`src/rtl/ps2_kbd_tx_if.sv`:
```
// ps2_kbd_tx_if: byte handshake between a scan-code producer and ps2_kbd_tx
//   tx_data  : scan-code byte (master -> slave)
//   tx_valid : tx_data valid (master -> slave)
//   tx_ready : slave accepts a byte on tx_valid & tx_ready (slave -> master)
interface ps2_kbd_tx_if;
  logic [7:0] tx_data;
  logic       tx_valid;
  logic       tx_ready;
  modport master(output tx_data, tx_valid, input tx_ready);
  modport slave(input tx_data, tx_valid, output tx_ready);
endinterface

```
`src/rtl/ps2_kbd_tx.sv`:
```
// ps2_kbd_tx: PS/2 keyboard-side frame transmitter (start, 8 data LSB first, odd parity, stop)
//   clk, reset : system clock, synchronous active-high reset
//   tx         : ps2_kbd_tx_if.slave byte handshake
//   inhibit    : host holding the PS/2 clock low
//   ps2_clk    : PS/2 clock to host, idle high
//   ps2_data   : PS/2 data to host, idle high
//   busy       : frame or inter-frame gap in progress
//   frame_done : one-cycle pulse when a frame's stop bit completes
//   Define PS2_TX_FIFO_EN for a 4-entry byte FIFO instead of a single holding register.
module ps2_kbd_tx #(
  parameter int CLK_DIV  = 1600,
  parameter int GAP_BITS = 2
) (
  input  logic        clk,
  input  logic        reset,
  ps2_kbd_tx_if.slave tx,
  input  logic        inhibit,
  output logic        ps2_clk,
  output logic        ps2_data,
  output logic        busy,
  output logic        frame_done
);
  localparam int GAP_CYC = GAP_BITS * CLK_DIV;
  localparam int CW = $clog2(GAP_CYC > CLK_DIV ? GAP_CYC : CLK_DIV) + 1;
  typedef enum logic [1:0] {IDLE, XMIT, GAP} state_t;
  state_t        state_q, state_d;
  logic [CW-1:0] cnt_q, cnt_d;
  logic [3:0]    bit_q, bit_d;
  logic [10:0]   frame_q, frame_d;
  logic          ps2_clk_q, ps2_clk_d, ps2_data_q, ps2_data_d, frame_done_q;
  logic          done, abort, accept, pending;
  logic [7:0]    head;
  assign accept = tx.tx_valid & tx.tx_ready;
`ifdef PS2_TX_FIFO_EN
  logic [7:0] fifo_q [4];
  logic [7:0] fifo_d [4];
  logic [1:0] rd_q, rd_d, wr_q, wr_d;
  logic [2:0] occ_q, occ_d;
  assign pending = occ_q != 3'd0;
  assign head = fifo_q[rd_q];
  // the in-flight byte stays in the FIFO until its frame completes
  assign tx.tx_ready = !occ_q[2];
  always_comb begin
    fifo_d = fifo_q;
    if (accept) fifo_d[wr_q] = tx.tx_data;
    wr_d = wr_q + 2'(accept);
    rd_d = rd_q + 2'(done);
    occ_d = occ_q + 3'(accept) - 3'(done);
  end
  always_ff @(posedge clk) begin
    fifo_q <= fifo_d;
    if (reset) begin
      rd_q <= '0;
      wr_q <= '0;
      occ_q <= '0;
    end else begin
      rd_q <= rd_d;
      wr_q <= wr_d;
      occ_q <= occ_d;
    end
  end
`else
  logic [7:0] hold_q, hold_d;
  logic       full_q, full_d;
  assign pending = full_q;
  assign head = hold_q;
  assign tx.tx_ready = state_q == IDLE && !full_q;
  always_comb begin
    hold_d = accept ? tx.tx_data : hold_q;
    full_d = accept | (full_q & !done);
  end
  always_ff @(posedge clk) begin
    hold_q <= hold_d;
    full_q <= reset ? 1'b0 : full_d;
  end
`endif
  always_comb begin
    state_d = state_q;
    cnt_d = cnt_q;
    bit_d = bit_q;
    frame_d = frame_q;
    done = 1'b0;
    // once the stop bit is on the wire the host can no longer abort the frame
    abort = state_q == XMIT && inhibit && bit_q != 4'd10;
    case (state_q)
      IDLE:
        if (pending && !inhibit) begin
          state_d = XMIT;
          cnt_d = '0;
          bit_d = '0;
          frame_d = {1'b1, ~^head, head, 1'b0};
        end
      XMIT:
        if (abort) begin
          state_d = GAP;
          cnt_d = '0;
        end else if (cnt_q == CW'(CLK_DIV - 1)) begin
          cnt_d = '0;
          bit_d = bit_q + 4'd1;
          if (bit_q == 4'd10) begin
            state_d = GAP;
            done = 1'b1;
          end
        end else begin
          cnt_d = cnt_q + CW'(1);
        end
      GAP:
        // the gap restarts while inhibited; the IDLE cycle before the next
        // start bit completes the GAP_CYC idle period on the wire
        if (inhibit) begin
          cnt_d = '0;
        end else if (cnt_q == CW'(GAP_CYC - 2)) begin
          state_d = IDLE;
          cnt_d = '0;
        end else begin
          cnt_d = cnt_q + CW'(1);
        end
      default: state_d = IDLE;
    endcase
    ps2_clk_d = !(state_q == XMIT && !abort && cnt_q >= CW'(CLK_DIV / 2));
    ps2_data_d = !(state_q == XMIT && !abort) || frame_q[bit_q];
  end
  always_ff @(posedge clk) begin
    if (reset) begin
      state_q <= IDLE;
      cnt_q <= '0;
      bit_q <= '0;
      frame_q <= '1;
      ps2_clk_q <= 1'b1;
      ps2_data_q <= 1'b1;
      frame_done_q <= 1'b0;
    end else begin
      state_q <= state_d;
      cnt_q <= cnt_d;
      bit_q <= bit_d;
      frame_q <= frame_d;
      ps2_clk_q <= ps2_clk_d;
      ps2_data_q <= ps2_data_d;
      frame_done_q <= done;
    end
  end
  assign ps2_clk = ps2_clk_q;
  assign ps2_data = ps2_data_q;
  assign busy = state_q != IDLE;
  assign frame_done = frame_done_q;
endmodule

```
`src/flat_wrapper.sv`:
```
// flat-port wrapper written by rule: the top's interface ports become plain ports
module ps2_kbd_tx_flat 
#(
  parameter int CLK_DIV  = 1600,
  parameter int GAP_BITS = 2
)
  (clk, reset, inhibit, ps2_clk, ps2_data, busy, frame_done, tx_tx_data, tx_tx_valid, tx_tx_ready);
  ps2_kbd_tx_if tx_i ();
  input  logic clk;
  input  logic reset;
  input  logic inhibit;
  output logic ps2_clk;
  output logic ps2_data;
  output logic busy;
  output logic frame_done;
  input wire logic [$bits(tx_i.tx_data)-1:0] tx_tx_data;
  input wire logic [$bits(tx_i.tx_valid)-1:0] tx_tx_valid;
  output wire logic [$bits(tx_i.tx_ready)-1:0] tx_tx_ready;
  assign tx_i.tx_data = tx_tx_data;
  assign tx_i.tx_valid = tx_tx_valid;
  assign tx_tx_ready = tx_i.tx_ready;
  ps2_kbd_tx #(.CLK_DIV(CLK_DIV), .GAP_BITS(GAP_BITS)) u_core (.clk(clk), .reset(reset), .tx(tx_i), .inhibit(inhibit), .ps2_clk(ps2_clk), .ps2_data(ps2_data), .busy(busy), .frame_done(frame_done));
endmodule
```
`config.mk`:
```
export PLATFORM = sky130hd
export DESIGN_NAME = ps2_kbd_tx_flat
export DESIGN_NICKNAME = d
export VERILOG_FILES = /design/src/rtl/ps2_kbd_tx_if.sv /design/src/rtl/ps2_kbd_tx.sv /design/src/flat_wrapper.sv
export SDC_FILE = /design/constraint.sdc
export NUM_CORES = 1
export LEC_CHECK = 0
export ABC_AREA = 1
export BUFFER_PORTS_ARGS = -buffer_cell sky130_fd_sc_hd__buf_2
export CAP_MARGIN = 20
export CORE_MARGIN = 2
export CORE_UTILIZATION = 40
export DETAILED_ROUTE_END_ITERATION = 8
export MAX_ROUTING_LAYER = met4
export PLACE_DENSITY = 0.54
export SKIP_LAST_GASP = 1
export SLEW_MARGIN = 20
export SYNTH_ARGS = -nofsm -noshare
export SYNTH_HDL_FRONTEND = slang
export SYNTH_SLANG_ARGS = --single-unit
```
`constraint.sdc`:
```
create_clock -name clk -period 4 [get_ports clk]
set_clock_uncertainty 0.05 [all_clocks]
set_input_delay 0.2 -clock clk [delete_from_list [all_inputs] [get_ports clk]]
set_output_delay 0.2 -clock clk [all_outputs]
set_load 0.02 [all_outputs]
```
==> impl_metrics.env, run 1 <==
export IMPL_worstMarginPinSlew_ns=0.589
export IMPL_m1WireLength_um=2360
export IMPL_p_leak_uw=0.000949
export IMPL_cap_violations=0
export IMPL_dr_pass1_iters=4
export IMPL_wl_um=4290
export IMPL_synth_top_area_share=0.315
export IMPL_outcome="complete, no violations"
export IMPL_clk_latency_ns=0.29
export IMPL_antenna_found_initial=0
export IMPL_rsz0062_at_grt="no"
export IMPL_seq_area_frac_synth=0.430
export IMPL_grt_pass1_wl_um=7560
export IMPL_worstPathArrival_ns=2.11
export IMPL_die_w_um=76.4
export IMPL_slew_headroom=0.608
export IMPL_syn_area_um2=2100
export IMPL_path_buf_inv=4
export IMPL_coreArea_um2=5070
export IMPL_die_h_um=76.4
export IMPL_synth_common_cells="nand2_1, nor2_1, inv_1"
export IMPL_initial_core_util=0.413
export IMPL_hold_viol=0
export IMPL_hold_class="in -> reg"
export IMPL_io_buffers=16
export IMPL_synthDistinctLibCells=26
export IMPL_root_buffer="clkbuf_8"
export IMPL_antenna_left=0
export IMPL_met2_length_um=1680
export IMPL_synth_edf_count=8
export IMPL_pwr_density_cell_nw_per_um2=487
export IMPL_grt_max_degree=15
export IMPL_grt_pass1_vias=1572
export IMPL_htree_levels=2
export IMPL_synth_seq_cells=41
export IMPL_post_cts_resized=0
export IMPL_crit_path_end_kind="flop"
export IMPL_dp_hpwl_um=3250
export IMPL_worstPathRequired_ns=4.19
export IMPL_top_layer="met4"
export IMPL_routedWlPerCell_um=11.7
export IMPL_worstPathCellList="inv_1 -> ha_1 -> inv_1 -> o21ai_2 -> inv_2 -> nor2_1 -> xor2_1 -> inv_1 -> nor2_1"
export IMPL_syn_avg_cell_area_um2=7.57
export IMPL_slew_violations=0
export IMPL_critPathTopFamily="compound AO/OA/AOI/OAI gates"
export IMPL_syn_nets=297
export IMPL_grt_usage=0.166
export IMPL_fin_crit_sh=0.481
export IMPL_finalPower_uw=1140
export IMPL_gp_congestion=0.873
export IMPL_cp_max_fo=12
export IMPL_cpPeakStageDelay_ns=0.47
export IMPL_drive_above_1_share=0.115
export IMPL_max_clock_path_buffers=2
export IMPL_synth_area_leaders="dfxtp_1, edfxtp_1, nand2_1, nor2_1, inv_1"
export IMPL_period_needed_ns=1.92
export IMPL_grt_overflow=0
export IMPL_wl_met3_um=197
export IMPL_critPathLaunchType="flop"
export IMPL_yosysMostFrequentCell="nand2_1"
export IMPL_cts_hold_buf=0
export IMPL_cts_sinks=41
export IMPL_pin_count=17
export IMPL_cts_tree="built"
export IMPL_ys_flop_type="dfxtp_1"
export IMPL_dieArea_um2=5830
export IMPL_antenna_cells=0
export IMPL_yosys_warnings=0
export IMPL_max_freq_mhz=520
export IMPL_vias=1750
export IMPL_rows=26
export IMPL_viasPerCell=4.78
export IMPL_clk_pin_slew_ns=0.08
export IMPL_initialDrtViolationCount=116
export IMPL_peakVddDrop_v=0.000293
export IMPL_drc=0
export IMPL_cts_buffers=5
export IMPL_finalSetupViolCount=0
export IMPL_crit_top_cell="inv_1"
export IMPL_yosysTopAreaCell="dfxtp_1"
export IMPL_path_class="reg -> reg"
export IMPL_cp_slowest_cell="o21ai_2"
export IMPL_fin_nets=315
export IMPL_cts_setup_buffers=0
export IMPL_synth_cells=277
export IMPL_tns_ns=0
export IMPL_async_flop_share=0
export IMPL_rrSetupSlack_ns=2.08
export IMPL_syn_to_final_growth_pct=11.9
[cell families (layout without fill, tap and decap cells)]
kind of cell / after synthesis / after routing / synth area share
AO/OA/AOI/OAI: 37 / 37 / 0.101
AND/OR/NAND/NOR: 134 / 134 / 0.279
flip-flops: 41 / 41 / 0.430
adder cells (fa/ha/maj): 8 / 8 / 0.0478
XOR/XNOR: 15 / 15 / 0.0627
buffers and inverters: 42 / 61 / 0.0800
[area by class of cell]
cell class	instances	area [um^2]
multi-input cells	194	1030
inverters	37	139
repair buffers	16	80.1
flip-flops and latches	41	901
fillers	524	2730
well taps	70	87.6
clock buffers	5	68.8
clock inverters	3	41.3
[metrics by stage]
stage / util / std cells / hold slack (ns) / setup slack [ns] / area [um^2]
after floorplan: - / 277 / 0.249 / 2.14 / 2100
after global placement: 0.440 / 358 / 0.327 / 2.08 / 2230
after detailed placement: 0.440 / 358 / 0.328 / 2.09 / 2230
after CTS: 0.462 / 366 / 0.0203 / 2.08 / 2340
after global routing: 0.462 / 366 / 0.00954 / 1.86 / 2340
final: 0.462 / 366 / 0.0250 / 2.08 / 2340
[state kept, by name (all words and copies together), names as in the netlist]
register           count
u_core.full_q          1
u_core.head            8
u_core.bit_q           4
u_core.ps2_clk         1
u_core.state_q         2
u_core.cnt_q          13
u_core.ps2_data        1
u_core.frame_done      1
u_core.frame_q        10
[final timing paths]
kind,startpoint,to,cells past startpoint
setup reg to reg,u_core.state_q[1],u_core.cnt_q[3],9
setup / recovery,u_core.state_q[1],u_core.cnt_q[3],9
hold / removal,tx_tx_data[7],u_core.head[7],1
hold reg to reg,u_core.frame_q[1],u_core.frame_q[1],2
[layout by cell type, fill, tap and decap left out, types with 2 or more instances in the layout]
master and instances:
inv_2 3, edfxtp_1 8, xnor2_1 5, a21oi_1 14, inv_1 34, nor3_1 4
clkbuf_8 5, o21ai_1 2, nor2_1 35, dfxtp_1 33, nand3b_1 2, ha_1 8
o211ai_1 7, nand3_1 25, xor2_1 10, buf_2 16, o21ai_0 11, nand2_1 59
nand4_1 3, nand2_2 4
[where the power goes]
part	internal, uW	switching (uW)	leakage, uW	total [uW]
clock	184	149	0.0000518	333
combinational	102	202	0.000554	304
sequential	474	31.4	0.000343	505
total	760	383	0.000949	1140
[per-layer routing]
layer  vias up  track usage
li1        927            -
met1       778        0.249
met2        40        0.218
met3         5       0.0403
met4         0       0.0491
met5         -            -
No activity file was read; power rests on OpenSTA's default activity.
==> inputs of run 2 (changes only) <==
ABC_AREA = 0   (was 1)
PLACE_DENSITY = 0.56   (was 0.54)
clock period = 1.6 ns   (was 4 ns; I/O delays follow)
==> impl_metrics.env, run 2 <==
export IMPL_worstPathCellList="or4b_4 -> o31ai_4 -> nand2_1 -> or3_1 -> a21oi_1"
export IMPL_grt_overflow=0
export IMPL_ys_flop_type="dfxtp_1"
export IMPL_period_needed_ns=1.79
export IMPL_die_w_um=75.5
export IMPL_synth_common_cells="nand2_1, dfxtp_1, nand3_1"
export IMPL_seq_area_frac_synth=0.441
export IMPL_antenna_left=0
export IMPL_rrSetupSlack_ns=-0.19
export IMPL_hold_start="reset"
export IMPL_drive_above_1_share=0.364
export IMPL_dieArea_um2=5700
export IMPL_wl_um=4640
export IMPL_cpPeakStageDelay_ns=0.59
export IMPL_layout_common_cells="buf_4, nand2_1, dfxtp_1"
export IMPL_critPathTopFamily="simple AND/OR/NAND/NOR gates"
export IMPL_min_path_cells=2
export IMPL_pwr_density_cell_nw_per_um2=1130
export IMPL_tns_ns=-2.27
export IMPL_antenna_found_initial=0
export IMPL_synth_edf_count=8
export IMPL_synth_cells=228
export IMPL_grt_pass1_vias=1636
export IMPL_antenna_cells=0
export IMPL_synth_top_area_share=0.323
export IMPL_max_freq_mhz=558
export IMPL_cts_sinks=41
export IMPL_cp_max_fo=4
export IMPL_fin_crit_sh=1.12
export IMPL_vias=1835
export IMPL_finalSetupViolCount=21
export IMPL_grt_pass1_wl_um=7490
export IMPL_path_class="reg -> reg"
export IMPL_fin_nets=321
export IMPL_place_ws_ns=-0.173
export IMPL_routedWlPerCell_um=12.5
export IMPL_fill_cells=469
export IMPL_cts_buffers=5
export IMPL_cap_violations=0
export IMPL_worstMarginPinSlew_ns=0.318
export IMPL_clk_pin_slew_ns=0.09
export IMPL_critPathLaunchType="flop"
export IMPL_synthDistinctLibCells=44
export IMPL_synth_area_leaders="dfxtp_1, edfxtp_1, nand2_1, ha_1, nand3_1"
export IMPL_violations="setup timing"
export IMPL_max_clock_path_buffers=2
export IMPL_hold_viol=0
export IMPL_reg2reg_to="u_core.bit_q[2]"
export IMPL_min_to="u_core.cnt_q[1]"
export IMPL_rows=26
export IMPL_grt_usage=0.178
export IMPL_yosysTopAreaCell="dfxtp_1"
export IMPL_viasPerCell=4.93
export IMPL_synth_seq_cells=41
export IMPL_htree_levels=2
export IMPL_mostFrequentLayoutCell="buf_4"
export IMPL_fin_cells=372
export IMPL_async_flop_share=0
export IMPL_crit_path_end_kind="flop"
export IMPL_drc=0
export IMPL_gp_congestion=0.797
export IMPL_syn_nets=248
export IMPL_slew_violations=0
export IMPL_initialDrtViolationCount=53
export IMPL_outcome="finished with violations"
export IMPL_regToRegStartpoint="u_core.cnt_q[12]"
export IMPL_multi_input_area_um2=1210
export IMPL_place_inst=352
export IMPL_dp_hpwl_um=3400
export IMPL_io_buffers=16
export IMPL_syn_to_final_growth_pct=40.4
export IMPL_p_leak_uw=0.00117
export IMPL_worstPathArrival_ns=1.97
export IMPL_hold_class="in -> reg"
export IMPL_initial_core_util=0.408
export IMPL_syn_area_um2=2040
export IMPL_regMostFlops="u_core.cnt_q"
export IMPL_r2r_cells=5
export IMPL_finalPower_uw=3230
export IMPL_clk_latency_ns=0.29
export IMPL_worstPathRequired_ns=1.78
export IMPL_dr_pass1_iters=4
export IMPL_pin_count=17
export IMPL_peakVddDrop_v=0.000631
export IMPL_slew_headroom=0.785
export IMPL_largest_reg_flops=13
export IMPL_syn_avg_cell_area_um2=8.96
export IMPL_postLayoutSetupSlackWorst_ns=-0.192
export IMPL_coreArea_um2=5010
export IMPL_die_h_um=75.5
export IMPL_ff_latch_area_um2=907
export IMPL_rsz0062_at_grt="yes"
export IMPL_cts_tree="built"
export IMPL_grt_max_degree=15
export IMPL_root_buffer="clkbuf_8"
export IMPL_yosys_warnings=0
export IMPL_cp_slowest_cell="or4b_4"
export IMPL_path_buf_inv=0
export IMPL_yosysMostFrequentCell="nand2_1"
run 2: worst max-delay path by stage:
stage                      from               to  slack [ns]  depth (start not counted)
2_1_floorplan   u_core.cnt_q[7]  u_core.bit_q[2]       -0.12                          5
3_3_place_gp    u_core.cnt_q[7]  u_core.bit_q[2]       -0.13                          5
3_5_place_dp    u_core.cnt_q[7]  u_core.cnt_q[3]       -0.17                          5
4_1_cts        u_core.cnt_q[12]  u_core.bit_q[2]       -0.17                          5
5_1_grt        u_core.cnt_q[12]  u_core.bit_q[2]       -0.25                          5
6_report       u_core.cnt_q[12]  u_core.bit_q[2]       -0.19                          5
run 2: area by class of cell:
class	count	share of cell area
Clock buffer	5	0.0240
Clock inverter	3	0.00741
Inverter	11	0.0144
Multi-Input combinational cell	170	0.420
Sequential cell	41	0.316
Tap cell	70	0.0305
Timing Repair Buffer	72	0.187
run 2: where the power goes:
part           leakage, uW  switching (uW)  internal (uW)
combinational     0.000784             672            624
sequential        0.000346            68.8           1180
clock            0.0000445             370            309
total              0.00117            1110           2120
run 2: worst reg2reg max path: cells and delay by family (launching register included):
family,cells,cell delay [ns]
AO/OA/AOI/OAI,2,0.36
AND/OR/NAND/NOR,3,1.01
flip-flops,1,0.32
run 2: cells by family (layout without fill, tap and decap cells):
logic type,Yosys count,in the layout,synth area share
mux,7,7,0.0472
simple gates,103,103,0.254
xor+xnor,9,9,0.0386
fa+ha+maj,8,8,0.0490
buf+inv,17,91,0.0312
compound gates,43,43,0.139
flops,41,41,0.441
run 2: timing repair:
action / 4_1_cts / 5_1_grt
endpoints found under the hold margin: 8 / 0
cloned: 0 / 0
setup endpoints to repair: 21 / 22
buffers inserted: 2 / 2
hold buffers: 8 / 0
gates resized for setup: 9 / 9
pin swaps: 5 / 6
run 2: metal layers:
layer	GRT usage	part of all wire	vias to the layer above
li1	-	-	957
met1	0.252	0.52	849
met2	0.262	0.45	25
met3	0.0357	0.026	4
met4	0.0468	0.0054	0
met5	-	0	-
run 2: per-stage QoR:
| step | hold slack [ns] | cell area [um^2] | utilization |
|---|---|---|---|
| floorplan | 0.129 | 2150 | - |
| global placement | 0.206 | 2610 | 0.521 |
| detailed placement | 0.208 | 2610 | 0.521 |
| global route | 0.0593 | 2870 | 0.573 |
| CTS | 0.0485 | 2820 | 0.563 |
| finish | 0.0487 | 2870 | 0.573 |
==> inputs of run 3 (changes only) <==
MAX_ROUTING_LAYER = unset   (was met4)
==> impl_metrics.env, run 3 (synthesized netlist as in run 2, its figures left out) <==
export IMPL_outcome="finished with violations"
export IMPL_violations="setup timing"
export IMPL_root_buffer="clkbuf_8"
export IMPL_place_inst=352
export IMPL_finalSetupViolCount=21
export IMPL_cap_violations=0
export IMPL_htree_levels=2
export IMPL_largest_reg_flops=13
export IMPL_dr_pass1_iters=4
export IMPL_viasPerCell=4.94
export IMPL_fin_cells=372
export IMPL_regToRegStartpoint="u_core.cnt_q[12]"
export IMPL_wl_met3_um=118
export IMPL_pin_count=17
export IMPL_slew_headroom=0.785
export IMPL_max_freq_mhz=558
export IMPL_rsz0062_at_grt="yes"
export IMPL_slew_violations=0
export IMPL_path_class="reg -> reg"
export IMPL_clk_latency_ns=0.30
export IMPL_place_ws_ns=-0.173
export IMPL_coreArea_um2=5010
export IMPL_dpl_instance_area_um2=2610
export IMPL_initialDrtViolationCount=53
export IMPL_grt_pass1_wl_um=7490
export IMPL_crit_path_end_kind="flop"
export IMPL_top_layer="met4"
export IMPL_grt_pass1_vias=1638
export IMPL_cp_max_fo=4
export IMPL_dieArea_um2=5700
export IMPL_syn_to_final_growth_pct=40.4
export IMPL_worstPathRequired_ns=1.79
export IMPL_grt_max_degree=15
export IMPL_grt_overflow=0
export IMPL_wl_um=4670
export IMPL_dp_hpwl_um=3400
export IMPL_peakVddDrop_v=0.000633
export IMPL_die_h_um=75.5
export IMPL_fin_nets=321
export IMPL_hold_start="reset"
export IMPL_drive_above_1_share=0.364
export IMPL_met2_length_um=2070
export IMPL_postLayoutSetupSlackWorst_ns=-0.192
export IMPL_final_core_util=0.573
export IMPL_hold_class="in -> reg"
export IMPL_mostFrequentLayoutCell="buf_4"
export IMPL_die_w_um=75.5
export IMPL_period_needed_ns=1.79
export IMPL_worstMarginPinSlew_ns=0.318
export IMPL_grt_usage=0.173
export IMPL_cts_sinks=41
export IMPL_antenna_left=0
export IMPL_critPathLaunchType="flop"
export IMPL_antenna_cells=0
export IMPL_fin_crit_sh=1.12
export IMPL_vias=1836
export IMPL_fin_area_um2=2870
export IMPL_antenna_found_initial=0
export IMPL_rows=26
export IMPL_io_buffers=16
export IMPL_p_leak_uw=0.00117
export IMPL_cts_buffers=5
export IMPL_regMostFlops="u_core.cnt_q"
export IMPL_routedWlPerCell_um=12.5
export IMPL_clk_pin_slew_ns=0.09
export IMPL_m1WireLength_um=2430
export IMPL_pwr_density_cell_nw_per_um2=1130
export IMPL_hold_viol=0
export IMPL_max_clock_path_buffers=2
export IMPL_cts_tree="built"
export IMPL_crit_start="u_core.cnt_q[12]"
export IMPL_worstPathArrival_ns=1.98
export IMPL_initial_core_util=0.408
export IMPL_gp_congestion=0.786
export IMPL_drc=0
export IMPL_layout_common_cells="buf_4, nand2_1, dfxtp_1"
export IMPL_finalPower_uw=3240
==> run 3: worst max-delay path, stage by stage (launching register included) <==
cell,delay (ns)
dfxtp_2,0.32
or4b_4,0.59
o31ai_4,0.24
nand2_1,0.09
or3_1,0.32
a21oi_1,0.12
==> run 3: power by group <==
part | switching (uW) | internal [uW] | leakage (uW) | total [uW]
clock network | 379 | 309 | 0.0000445 | 689
registers | 68.8 | 1180 | 0.000346 | 1250
logic | 671 | 624 | 0.000784 | 1300
==> run 3: final timing paths <==
check / endpoint / cells past startpoint / slack [ns]
min reg2reg: u_core.frame_q[0] / 2 / 0.40
max: u_core.bit_q[2] / 5 / -0.19
min: u_core.cnt_q[1] / 2 / 0.04
max reg2reg: u_core.bit_q[2] / 5 / -0.19
==> run 3: layout make-up <==
cell class | count | area (um^2)
well taps | 70 | 87.6
clock buffers | 5 | 68.8
fillers | 469 | 2140
flip-flops and latches | 41 | 907
repair buffers | 72 | 537
inverters | 11 | 41.3
clock inverters | 3 | 21.3
multi-input cells | 170 | 1210
==> run 3: metal layers <==
layer,vias to the layer above,GRT usage
met5,-,0
met4,0,0.0468
met3,4,0.0357
met2,23,0.262
met1,852,0.252
li1,957,-
==> run 3: timing repair <==
| item | 4_1_cts | 5_1_grt |
|---|---|---|
| setup endpoints to repair | 21 | 22 |
| endpoints found under the hold margin | 8 | 0 |
| hold buffers | 8 | 0 |
| gates cloned | 0 | 0 |
| buffers inserted | 2 | 2 |
| resized for setup | 9 | 9 |
| pin swaps | 5 | 6 |
==> run 3: per-stage QoR <==
stage | hold slack (ns) | setup TNS, ns
after floorplan | 0.129 | -1.04
after global placement | 0.206 | -1.70
after detailed placement | 0.208 | -2.42
after CTS | 0.0485 | -2.35
after global routing | 0.0593 | -3.78
final | 0.0415 | -2.26
